**config.mk**
```make
export PLATFORM = sky130hd
export DESIGN_NAME = baud_tick_gen
export DESIGN_NICKNAME = d
export VERILOG_FILES = /design/src/rtl/uart_pkg.sv /design/src/rtl/baud_oversample_counter.sv /design/src/rtl/baud_tick_gen.sv
export SDC_FILE = /design/constraint.sdc
export NUM_CORES = 1
export LEC_CHECK = 0
export BUFFER_PORTS_ARGS = -buffer_cell sky130_fd_sc_hd__buf_2
export CORE_AREA = 3 3 101 176
export CTS_BUF_LIST = sky130_fd_sc_hd__clkbuf_8
export DETAILED_ROUTE_END_ITERATION = 10
export DIE_AREA = 0 0 104 179
export GPL_ROUTABILITY_DRIVEN = 0
export PLACE_DENSITY = 0.54
export SLEW_MARGIN = 20
export SYNTH_ARGS = -nofsm -noshare
export SYNTH_HDL_FRONTEND = slang
export SYNTH_HIERARCHICAL = 1
export SYNTH_SLANG_ARGS = --single-unit
```
**constraint.sdc**
```tcl
create_clock -name CLK -period 7.1 [get_ports CLK]
set_clock_uncertainty 0.15 [all_clocks]
set_input_delay 0.355 -clock CLK [delete_from_list [all_inputs] [get_ports CLK]]
set_output_delay 0.355 -clock CLK [all_outputs]
set_load 0.03 [all_outputs]
```
**src/rtl/uart_pkg.sv**
```systemverilog
// Shared UART timing definitions.
//
// Holds the default widths and oversample ratio for the baud generator,
// plus the integer divisors for the common 1.8432 MHz reference clock.
// calc_divisor() returns the integer divisor for any clock/baud pair.
package uart_pkg;

  localparam int unsigned DIV_W_DEF      = 16;
  localparam int unsigned FRAC_W_DEF     = 4;
  localparam int unsigned OVERSAMPLE_DEF = 16;

  localparam int unsigned REF_CLK_HZ     = 1_843_200;
  localparam int unsigned DIV_9600       = 12;
  localparam int unsigned DIV_115200     = 1;

  // Integer part of clk_hz / (baud * oversample); the remainder is what
  // the fractional divisor is meant to absorb.
  function automatic int unsigned calc_divisor(input int unsigned clk_hz,
                                               input int unsigned baud,
                                               input int unsigned oversample);
    return clk_hz / (baud * oversample);
  endfunction

endpackage

```
**src/rtl/baud_oversample_counter.sv**
```systemverilog
// Oversample counter for the baud generator.
//
// Counts baud ticks 0..OVERSAMPLE-1 and produces one-cycle strobes that
// line up with the baud tick on which the count wraps (bit_tick) and the
// tick on which it passes the half-bit point (mid_tick).
//
// Ports:
//   clk       in   system clock
//   rst_n     in   asynchronous active-low reset
//   clear     in   forces the count and strobes to 0 (stopped or re-sync)
//   baud_tick in   baud tick decode, same cycle the parent registers it
//   bit_tick  out  registered, aligned with the wrapping baud tick
//   mid_tick  out  registered, aligned with the half-bit baud tick
module baud_oversample_counter
  import uart_pkg::*;
#(
  parameter int unsigned OVERSAMPLE = OVERSAMPLE_DEF
) (
  input  logic clk,
  input  logic rst_n,
  input  logic clear,
  input  logic baud_tick,
  output logic bit_tick,
  output logic mid_tick
);

  localparam int unsigned OSC_W = $clog2(OVERSAMPLE);
  localparam logic [OSC_W-1:0] OSC_LAST = OSC_W'(OVERSAMPLE - 1);
  localparam logic [OSC_W-1:0] OSC_MID  = OSC_W'(OVERSAMPLE / 2 - 1);

  logic [OSC_W-1:0] osc;
  logic [OSC_W-1:0] osc_next;

  always_comb begin
    osc_next = (osc == OSC_LAST) ? '0 : osc + OSC_W'(1);
  end

  always_ff @(posedge clk or negedge rst_n) begin
    if (!rst_n) begin
      osc      <= '0;
      bit_tick <= 1'b0;
      mid_tick <= 1'b0;
    end else if (clear) begin
      osc      <= '0;
      bit_tick <= 1'b0;
      mid_tick <= 1'b0;
    end else begin
      bit_tick <= baud_tick && (osc == OSC_LAST);
      mid_tick <= baud_tick && (osc == OSC_MID);
      if (baud_tick) begin
        osc <= osc_next;
      end
    end
  end

endmodule

```
**src/rtl/baud_tick_gen.sv**
```systemverilog
// Fractional baud-rate generator with oversample strobes.
//
// Divides CLK by N + F/2^FRAC_W. Each period is N cycles, stretched to
// N+1 when the fractional accumulator carries. Produces the 16x baud clock,
// a one-cycle BAUD_TICK per period, and BIT_TICK/MID_TICK every
// OVERSAMPLE ticks. Divisor writes go through a shadow register and are
// applied only at a period boundary, on SYNC, or while stopped.
//
// Ports:
//   CLK          in   system clock, rising edge
//   RST_N        in   asynchronous active-low reset
//   EN           in   generator enable
//   DIVISOR      in   integer divisor N (captured on DIV_LOAD)
//   DIV_FRAC     in   fractional divisor F (captured on DIV_LOAD)
//   DIV_LOAD     in   strobe, captures DIVISOR/DIV_FRAC into the shadow
//   SYNC         in   strobe, restarts period/oversample counters
//   BAUDOUT_CLK  out  divided clock, high ceil(P/2) cycles per period
//   BAUD_TICK    out  one-cycle pulse per period
//   BIT_TICK     out  one-cycle pulse every OVERSAMPLE baud ticks
//   MID_TICK     out  one-cycle pulse at the middle baud tick of a bit
//   DIV_ACTIVE   out  integer divisor in use
//   DIV_PENDING  out  shadow holds a value not yet applied
module baud_tick_gen
  import uart_pkg::*;
#(
  parameter int unsigned DIV_W      = DIV_W_DEF,
  parameter int unsigned FRAC_W     = FRAC_W_DEF,
  parameter int unsigned OVERSAMPLE = OVERSAMPLE_DEF,
  parameter int unsigned DIV_RST    = 0
) (
  input  logic              CLK,
  input  logic              RST_N,
  input  logic              EN,
  input  logic [DIV_W-1:0]  DIVISOR,
  input  logic [FRAC_W-1:0] DIV_FRAC,
  input  logic              DIV_LOAD,
  input  logic              SYNC,
  output logic              BAUDOUT_CLK,
  output logic              BAUD_TICK,
  output logic              BIT_TICK,
  output logic              MID_TICK,
  output logic [DIV_W-1:0]  DIV_ACTIVE,
  output logic              DIV_PENDING
);

  localparam logic [DIV_W:0] ONE = {{DIV_W{1'b0}}, 1'b1};

  // Active and shadow divisors
  logic [DIV_W-1:0]  act_n;
  logic [FRAC_W-1:0] act_f;
  logic [DIV_W-1:0]  shd_n;
  logic [FRAC_W-1:0] shd_f;
  logic              pending;

  // Period state; cnt is one bit wider so N = 2^DIV_W-1 plus carry fits
  logic [DIV_W:0]    cnt;
  logic [FRAC_W-1:0] acc;
  logic              p_long;

  // Decodes
  logic              running;
  logic [DIV_W:0]    period;
  logic [DIV_W:0]    last_cnt;
  logic [DIV_W:0]    half_up;
  logic              at_end;
  logic              tick_ok;
  logic              apply;
  logic [DIV_W-1:0]  nxt_n;
  logic [FRAC_W-1:0] nxt_f;
  logic [FRAC_W:0]   acc_sum;
  logic              osc_clear;

  always_comb begin
    running  = EN && (act_n != '0);
    period   = {1'b0, act_n} + {{DIV_W{1'b0}}, p_long};
    last_cnt = period - ONE;
    half_up  = (period + ONE) >> 1;
    at_end   = running && (cnt == last_cnt);
    // SYNC swallows a tick that would land in the same cycle
    tick_ok  = at_end && !SYNC;
    // A load in the same cycle as an apply point bypasses the shadow so
    // the new value takes effect at that very edge
    nxt_n    = DIV_LOAD ? DIVISOR  : shd_n;
    nxt_f    = DIV_LOAD ? DIV_FRAC : shd_f;
    apply    = (DIV_LOAD || pending) && (!running || at_end || SYNC);
    acc_sum  = {1'b0, acc} + {1'b0, act_f};
    osc_clear = !running || SYNC;
  end

  always_ff @(posedge CLK or negedge RST_N) begin
    if (!RST_N) begin
      act_n       <= DIV_W'(DIV_RST);
      act_f       <= '0;
      shd_n       <= '0;
      shd_f       <= '0;
      pending     <= 1'b0;
      cnt         <= '0;
      acc         <= '0;
      p_long      <= 1'b0;
      BAUD_TICK   <= 1'b0;
      BAUDOUT_CLK <= 1'b0;
    end else begin
      BAUD_TICK   <= tick_ok;
      BAUDOUT_CLK <= running && (cnt < half_up);

      if (!running || SYNC) begin
        cnt    <= '0;
        acc    <= '0;
        p_long <= 1'b0;
      end else if (at_end) begin
        cnt    <= '0;
        acc    <= acc_sum[FRAC_W-1:0];
        p_long <= acc_sum[FRAC_W];
      end else begin
        cnt    <= cnt + ONE;
      end

      if (DIV_LOAD) begin
        shd_n <= DIVISOR;
        shd_f <= DIV_FRAC;
      end

      // Apply overrides the accumulator update above: a new divisor always
      // starts with a plain N-cycle period
      if (apply) begin
        act_n   <= nxt_n;
        act_f   <= nxt_f;
        pending <= 1'b0;
        acc     <= '0;
        p_long  <= 1'b0;
      end else if (DIV_LOAD) begin
        pending <= 1'b1;
      end
    end
  end

  assign DIV_ACTIVE  = act_n;
  assign DIV_PENDING = pending;

  baud_oversample_counter #(
    .OVERSAMPLE (OVERSAMPLE)
  ) u_osc (
    .clk       (CLK),
    .rst_n     (RST_N),
    .clear     (osc_clear),
    .baud_tick (tick_ok),
    .bit_tick  (BIT_TICK),
    .mid_tick  (MID_TICK)
  );

endmodule

```
; After elaboration in Yosys (flattened, before gate mapping)
; Index checks and enable logic that the tools add are counted.
[classes]
n_addsub = 6
n_mul = 0
div_mod_pow = 0
order_cmp = 1
eq_ne = 3
shifts = 0
mux = 17
bitwise_logic = 0
n_reduce_logical = 17
[ops]
columns = op, count
row1 = 17-bit by 1-bit adder with 17-bit output (second input constant), 2
row2 = 17-bit 2-to-1 mux, 2
row3 = 4-bit 2-to-1 mux, 7
row4 = 16-bit by 1-bit adder with 17-bit output, 1
row5 = 17-bit equality test, 1
row6 = 17-bit by 16-bit < comparator with 1-bit output, 1
row7 = 17-bit by 1-bit subtractor with 17-bit output (second input constant), 1
row8 = 16-bit 2-to-1 mux, 1
row9 = 16-bit nonzero test, 1
row10 = 1-bit logical AND, 7
row11 = 1-bit 2-to-1 mux, 7
row12 = 4-bit by 4-bit adder with 5-bit output, 1
row13 = 4-bit by 1-bit adder with 4-bit output (second input constant), 1
row14 = 4-bit by 3-bit equality test with 1-bit output (second input constant), 1
row15 = 4-bit equality test (second input constant), 1
row16 = 1-bit logical OR, 4
row17 = 2-bit nonzero test, 2
row18 = 3-bit nonzero test, 1
row19 = 1-bit logical NOT, 2
[word_totals]
regBits = 71
latch_bits = 0
ramBits = 0
rom_bits = 0
input_bits = 25
out_inout_bits = 21
elab_cells = 57
n_memories = 0

; Logic depth before layout (Yosys ltp)
; Gate-level depths: netlist of the first run.
[logic_depth]
word_depth = 8
mapped_depth = 16
ltp_nobuf = 16

; Hierarchy
; The synthesis of the first run kept the hierarchy.
[by_module_without_submodules]
columns = mod, n_inst, cells_each, area_per_inst_um2, seq_area_each_um2
row1 = baud_tick_gen, 1, 451, 4655.7, 1626.6
row2 = baud_oversample_counter, 1, 25, 267.8, 150.1

; Least setup slack after synthesis of the first run
; Ideal clock, no wire load.
[synth_path]
path_kind = register to register
start = reg act_n[0], in the netlist DIV_ACTIVE[0]
end = reg act_n[0], in the netlist DIV_ACTIVE[0]
setup_time_ns = 0.125
arrival_time_ns = 4.125
required_time_ns = 6.825
slack_ns = 2.700
path_stages_with_launch = 15
path_buffers = 1
synth_period_minus_slack_ns = 4.400
path_cell_list = dfrtp_1 > ha_1 > ha_1 > inv_1 > ha_1 > or4b_4 > o31ai_4 > nand3_4 > or3b_4 > or3_1 > o21ai_2 > nand4_4 > o41ai_4 > buf_6 > mux2_4
[synth_via]
elab_chain_cells = 7
word_cells_on_any_way = 10
cone_classes = add/sub (2) / eq/ne (1) / reduce/logical (7)
[synth_lines]
columns = item, line_no
row1 = from (decl), baud_tick_gen.sv:49  ; logic [DIV_W-1:0] act_n;
row2 = from (signal assigned), baud_tick_gen.sv:92  ; act_n <= DIV_W'(DIV_RST);
row3 = from (signal assigned), baud_tick_gen.sv:126  ; act_n <= nxt_n;
row4 = 16-bit by 1-bit adder with 17-bit output, baud_tick_gen.sv:75  ; period = {1'b0, act_n} + {{DIV_W{1'b0}}, p_long};
row5 = 17-bit by 1-bit subtractor with 17-bit output, baud_tick_gen.sv:76  ; last_cnt = period - ONE;
row6 = 17-bit equality test, baud_tick_gen.sv:78  ; at_end = running && (cnt == last_cnt);
row7 = 1-bit logical AND, baud_tick_gen.sv:78
row8 = 1-bit logical OR (*) (2 in series), baud_tick_gen.sv:85  ; apply = (DIV_LOAD || pending) && (!running || at_end || SYNC);
row9 = 1-bit logical AND (*), baud_tick_gen.sv:85
; Mark *: on every way between the ends. The rest lies on a longest branch, timed or not.
; A chain may end at the register's enable or synchronous reset.

; Final worst setup path of the first run
[layout_path]
start = reg act_n[0], in the netlist DIV_ACTIVE[0]
end = reg BAUDOUT_CLK
[layout_via]
elab_chain_cells = 4
word_cells_on_any_way = 6
cone_classes = add/sub (2) / order compare (1) / reduce/logical (3)
[layout_lines]
columns = item, line_no
row1 = 16-bit by 1-bit adder with 17-bit output, baud_tick_gen.sv:75
row2 = 17-bit by 1-bit adder with 17-bit output, baud_tick_gen.sv:77  ; half_up = (period + ONE) >> 1;
row3 = 17-bit by 16-bit < comparator with 1-bit output, baud_tick_gen.sv:104  ; BAUDOUT_CLK <= running && (cnt < half_up);
row4 = 1-bit logical AND (*), baud_tick_gen.sv:104
row5 = to (signal assigned), baud_tick_gen.sv:104
row6 = to (decl), baud_tick_gen.sv:38  ; output logic BAUDOUT_CLK,
; Marks and branches as above.

==> results of run 1 <==
-- synth_stat cells, drive strengths merged (9+ instances only) --
master	instances
xnor2	39
and3	10
nand2	23
nor2	43
o31ai	10
xor2	33
ha	25
a21oi	16
mux2	41
dfrtp	71
a21o	10
buf	11
clkbuf	9
nor3	13
nand3	27
nand4	13
-- cell type report --
cell class              instances  area (µm²)
inverters                       8        30.0
fillers                      1722       10900
clock buffers                   9         124
flip-flops and latches         71        1780
repair buffers                 47         245
clock inverters                 7        71.3
multi-input cells             377        3000
well taps                     224         280
-- final timing paths --
check	end	slack (ps)	from	cells past startpoint
hold / removal	shd_n[15]$_DFF_PN0_	80	DIVISOR[15]	2
min in group asynchronous	cnt[5]$_DFF_PN0_	480	RST_N	2
setup reg to reg	BAUDOUT_CLK$_DFF_PN0_	2310	DIV_ACTIVE[0]$_DFFE_PN0P_	15
setup / recovery	BAUDOUT_CLK$_DFF_PN0_	2310	DIV_ACTIVE[0]$_DFFE_PN0P_	15
hold reg to reg	u_osc/mid_tick$_DFF_PN0_	350	u_osc/osc[3]$_DFFE_PN0P_	1
max in group asynchronous	cnt[6]$_DFF_PN0_	5690	RST_N	2
-- metrics by stage --
step	cells	util [%]	hold WS [ps]	area [µm²]
finish	743	33.6	78.5	5530
global route	743	33.6	68.2	5530
CTS	743	33.6	67.3	5530
detailed placement	726	32.4	338	5330
global placement	726	32.4	329	5330
floorplan	476	-	-90.6	4920
-- logic make-up (layout without fill, tap and decap cells) --
family,Yosys count,after routing
and+or+nand+nor,170,170
xor gates and xnor gates,74,74
DFF,71,71
AOI/OAI and AO/OA,63,63
muxes,44,44
buffers and inverters,28,71
adders and majority gates,26,26
-- worst reg2reg max path: stages, from the launching register on --
cell	delay [ps]
dfrtp_1	400
ha_1	260
ha_1	270
nand3_2	260
nor2_1	440
xnor2_1	290
or3_1	450
nor2_1	290
nand2_1	210
nor3_1	240
xor2_1	180
ha_1	260
a21o_1	160
a2111oi_0	550
o21ai_0	160
a21oi_1	150
-- flip-flops by register name, indices dropped and copies added, names as in the netlist, 4 cells and up --
name,flops
acc,4
shd_f,4
DIV_ACTIVE,16
act_f,4
cnt,17
shd_n,16
u_osc/osc,4
-- power groups by stage --
stage          clock, mW  sequential, mW  combinational [mW]
3_5_place_dp           0           0.507               0.364
2_1_floorplan          0           0.505               0.266
3_3_place_gp           0           0.505               0.361
6_report           0.334           0.499               0.364
4_1_cts            0.345           0.499               0.367
5_1_grt            0.359           0.506               0.396
-- metal layers --
| layer | track usage, % | up-vias | wire [µm] |
|---|---|---|---|
| met1 | 14.3 | 1823 | 4800 |
| met5 | 0 | - | 0 |
| li1 | - | 1787 | - |
| met4 | 8.26 | 0 | 599 |
| met3 | 2.09 | 35 | 293 |
| met2 | 27.1 | 82 | 6930 |
==> impl_metrics.json, run 1 <==
{
  "async_reset_ff_share_pct": 100,
  "synth.distinct_cells": 61,
  "crit_fanout": 10,
  "min_period_ps": 4790,
  "synth-main-ff-cell": "dfrtp_1",
  "p_sw_uw": 469,
  "cp.arrival_ps": 4930,
  "drtAntennaViolNets": 0,
  "ios": 46,
  "leakage_nw": 2.40,
  "post_cts_buffers": 0,
  "layout_commonest_cell": "dfrtp_1",
  "cts.htree.levels": 3,
  "p_sw_share_pct": 39.2,
  "final_layout_size_suffix_gt1_share_pct": 23.3,
  "drt-vias-per-instance": 5.02,
  "synth.largest_area_cell": "dfrtp_1",
  "pwr-share-comb_pct": 30.4,
  "startpoint_type": "flop",
  "die_height_um": 179,
  "dpl_worst_slack_ps": 2350,
  "first_iter_violations": 276,
  "synth-edff-count": 0,
  "cts_buffers": 9,
  "path_common_cell": "ha_1",
  "synth-seq-area-share_pct": 36.1,
  "hpwlAfterDp_mm": 9.65,
  "synthCells": 476,
  "yosys.area.top_type_share_pct": 36.1,
  "cts-root-to-sink-buffers": 2,
  "hold_path.class": "primary input to flop",
  "antenna_found_initial": 0,
  "synth_top_family_by_area": "simple AND/OR/NAND/NOR gates",
  "grt_pass1_wl_mm": 20.8,
  "syn_nets": 527,
  "finalMaxSlewViolations": 0,
  "clock_sinks": 71,
  "overflow": 0,
  "nNetsFinal": 565,
  "cts_tree": "yes",
  "synthMuxAreaShare_pct": 11.5,
  "power_mw": 1.20,
  "drt-total-wl_mm": 12.6,
  "p_clk_share_pct": 27.9,
  "crit_family": "simple AND/OR/NAND/NOR gates",
  "path_clk_slew_ps": 100,
  "initial_core_util_pct": 29.9,
  "dieWidth_um": 104,
  "floorplan.rows": 62,
  "gr-usage-all-layers_pct": 14.1,
  "pwr-share-seq_pct": 41.7,
  "path_buf_inv": 0,
  "synth_area_mm2": 0.00492,
  "clock.fmax_mhz": 209,
  "drc": 0,
  "grt_pass1_vias": 3858,
  "die_area_mm2": 0.0186,
  "dr.pass1.iters": 4,
  "root_buffer": "clkbuf_8",
  "synth_fa_ha_area_share_pct": 6.76,
  "portBuffers": 45,
  "cts_hold_buf": 1,
  "required_ps": 7240,
  "synth_compound_area_share_pct": 9.89,
  "worst_pin_slew_ps": 1030,
  "worstPathCellList": "ha_1 -> ha_1 -> nand3_2 -> nor2_1 -> xnor2_1 -> or3_1 -> nor2_1 -> nand2_1 -> nor3_1 -> xor2_1 -> ha_1 -> a21o_1 -> a2111oi_0 -> o21ai_0 -> a21oi_1",
  "areaGrowthSynthToFinish_pct": 12.3,
  "p_int_uw": 727,
  "core_region_area_mm2": 0.0164,
  "insertion_delay_ps": 370,
  "synth-xor-area-share_pct": 13.9,
  "grt_max_degree": 72,
  "cpPeakStageDelay_ps": 550,
  "syn_area_per_cell_um2": 10.3,
  "setup_viol": 0,
  "final.setup.worst_slack_ps": 2310,
  "relSlewSlack_pct": 31.2,
  "crit_type": "flop to flop",
  "power_density_mw_per_mm2": 216,
  "yosysWarningCount": 6,
  "status": "finished, final reports clean",
  "final_cell_mix": "dfrtp_1 (71), buf_2 (44), nor2_1 (43), xnor2_1 (38), xor2_1 (33)",
  "hold_viol_final": 0,
  "end_kind": "flop",
  "cp_slowest_cell": "a2111oi_0",
  "synth_area_leaders": "dfrtp_1 (36%), xnor2_1 (6.8%), ha_1 (6.4%)",
  "rsz0062_at_grt": "false",
  "cts-resized-gates": 0,
  "ys_ff_latch": 71,
  "vias": 3727,
  "diodes": 0,
  "synth-simple-area-share_pct": 19.0,
  "tns_ps": 0,
  "ir_drop_uv": 109,
  "maxCapViolCount": 0,
  "drt-wirelength-per-cell_um": 17.0,
  "fin_crit_sh_pct": 67.5
}
Power figures use the tool's default switching activity.
==> run 2, diff against run 1 <==
Clock period 7.1 ns to 4.43 ns, I/O delays scaled along.
==> impl_metrics.json, run 2 (synthesis gave the netlist of run 1 again) <==
{
  "min-delay-start": "SYNC",
  "min_period_ps": 4340,
  "ios": 46,
  "pwr-share-comb_pct": 33.5,
  "root_buffer": "clkbuf_8",
  "die_area_mm2": 0.0186,
  "p_sw_uw": 731,
  "overflow": 0,
  "dr.pass1.iters": 4,
  "cts.htree.levels": 3,
  "worst_pin_slew_ps": 924,
  "die_height_um": 179,
  "cts-root-to-sink-buffers": 2,
  "antenna_found_initial": 0,
  "dieWidth_um": 104,
  "p_int_mw": 1.27,
  "gr-usage-all-layers_pct": 14.4,
  "clock.fmax_mhz": 231,
  "vias": 3919,
  "drtAntennaViolNets": 0,
  "crit_type": "flop to flop",
  "p_clk_share_pct": 27.1,
  "final_cell_mix": "dfrtp_1 (71), buf_2 (44), nor2_1 (41), xnor2_1 (37), xor2_1 (33)",
  "rsz0062_at_grt": "false",
  "crit_fanout": 5,
  "areaGrowthSynthToFinish_pct": 22.5,
  "ir_drop_uv": 193,
  "r2r_slack_ps": 90,
  "drt-vias-per-instance": 4.95,
  "hpwlAfterDp_mm": 9.85,
  "grt_pass1_wl_mm": 21.3,
  "p_sw_share_pct": 36.5,
  "initial_core_util_pct": 29.9,
  "grt_max_degree": 72,
  "fin_crit_sh_pct": 97.9,
  "power_density_mw_per_mm2": 332,
  "end_kind": "flop",
  "dpl_worst_slack_ps": 133,
  "drt-total-wl_mm": 13.0,
  "final_util_pct": 36.7,
  "drt-wirelength-per-cell_um": 16.5,
  "drc": 0,
  "whs_path_depth": 3,
  "finalMaxSlewViolations": 0,
  "r2r_end": "act_f[2]$_DFFE_PN0P_",
  "leakage_nw": 2.63,
  "final.setup.worst_slack_ps": 93.8,
  "grt_pass1_vias": 4174,
  "status": "finished, final reports clean",
  "regMostFlops": "cnt",
  "rr_worst_depth": 15,
  "startpoint_type": "flop",
  "insertion_delay_ps": 360,
  "final_layout_size_suffix_gt1_share_pct": 27.7,
  "pwr-share-seq_pct": 39.3,
  "layout_commonest_cell": "dfrtp_1",
  "clock_sinks": 71,
  "required_ps": 4520,
  "cts_buffers": 9,
  "floorplan.rows": 62,
  "hold_viol_final": 0,
  "holdPathEnd": "p_long$_DFFE_PN0P_",
  "cts_tree": "yes",
  "nNetsFinal": 613,
  "cp.arrival_ps": 4430,
  "reg2reg_from": "DIV_ACTIVE[0]$_DFFE_PN0P_",
  "first_iter_violations": 169,
  "largest_reg_flops": 17,
  "setup_viol": 0,
  "core_region_area_mm2": 0.0164,
  "path_clk_slew_ps": 80,
  "hold_path.class": "primary input to flop",
  "relSlewSlack_pct": 38.4,
  "portBuffers": 45,
  "maxCapViolCount": 0,
  "tns_ps": 0,
  "diodes": 0
}
## run 2: what timing repair did
action,in CTS,in global routing
buffers inserted,0,7
setup endpoints to repair,0,22
endpoints found under the hold margin,91,0
hold buffers,21,0
gates resized for setup,0,9
## run 2: worst max-delay path by stage
stage / depth (start not counted) / endpoint / slack, ps / from
2_1_floorplan: 14 / DIV_ACTIVE[0]$_DFFE_PN0P_ / 30 / DIV_ACTIVE[0]$_DFFE_PN0P_
3_3_place_gp: 15 / BAUDOUT_CLK$_DFF_PN0_ / 160 / DIV_ACTIVE[0]$_DFFE_PN0P_
3_5_place_dp: 14 / DIV_ACTIVE[2]$_DFFE_PN0P_ / 130 / DIV_ACTIVE[0]$_DFFE_PN0P_
4_1_cts: 14 / DIV_ACTIVE[2]$_DFFE_PN0P_ / 120 / DIV_ACTIVE[0]$_DFFE_PN0P_
5_1_grt: 15 / act_f[2]$_DFFE_PN0P_ / 8 / DIV_ACTIVE[0]$_DFFE_PN0P_
6_report: 15 / act_f[2]$_DFFE_PN0P_ / 90 / DIV_ACTIVE[0]$_DFFE_PN0P_
## run 2: stage by stage
stage / area, µm² / total power, mW / cells / hold WS [ps]
after floorplan: 4920 / 1.24 / 476 / -224
after global placement: 5480 / 1.42 / 745 / 268
after detailed placement: 5480 / 1.43 / 745 / 278
after CTS: 5900 / 2.00 / 782 / 165
after global routing: 6030 / 2.12 / 791 / 211
final: 6030 / 2.00 / 791 / 174
## run 2: power by group through the flow
stage | Sequential, mW | Combinational, mW | Clock (mW)
after global placement | 0.799 | 0.619 | 0
after detailed placement | 0.801 | 0.627 | 0
after floorplan | 0.809 | 0.427 | 0
after global routing | 0.799 | 0.731 | 0.590
after CTS | 0.788 | 0.645 | 0.569
final | 0.787 | 0.672 | 0.544
## run 2: cell type report
class / count / area, µm²
Clock inverter: 7 / 81.3
Fill cell: 1744 / 10400
Timing Repair Buffer: 95 / 689
Tap cell: 224 / 280
Multi-Input combinational cell: 377 / 3050
Sequential cell: 71 / 1780
Inverter: 8 / 30.0
Clock buffer: 9 / 124
## run 2: worst max-delay path, stage by stage (launching register included)
cell and delay [ps]:
dfrtp_1 410, ha_2 210, ha_4 220, inv_2 60
ha_4 130, or4b_4 470, o31ai_4 100, nand3_4 140
or3b_4 450, or3_1 400, o21ai_2 230, nand4_4 140
o41ai_4 430, buf_4 220, clkbuf_16 160, mux2_4 290
## run 2: routing by layer
layer	wire length, µm	track usage, %	vias up
met5	0	0	-
met4	532	8.21	0
met3	242	2.05	29
met2	7470	28.5	75
met1	4790	14.2	1934
li1	-	-	1881
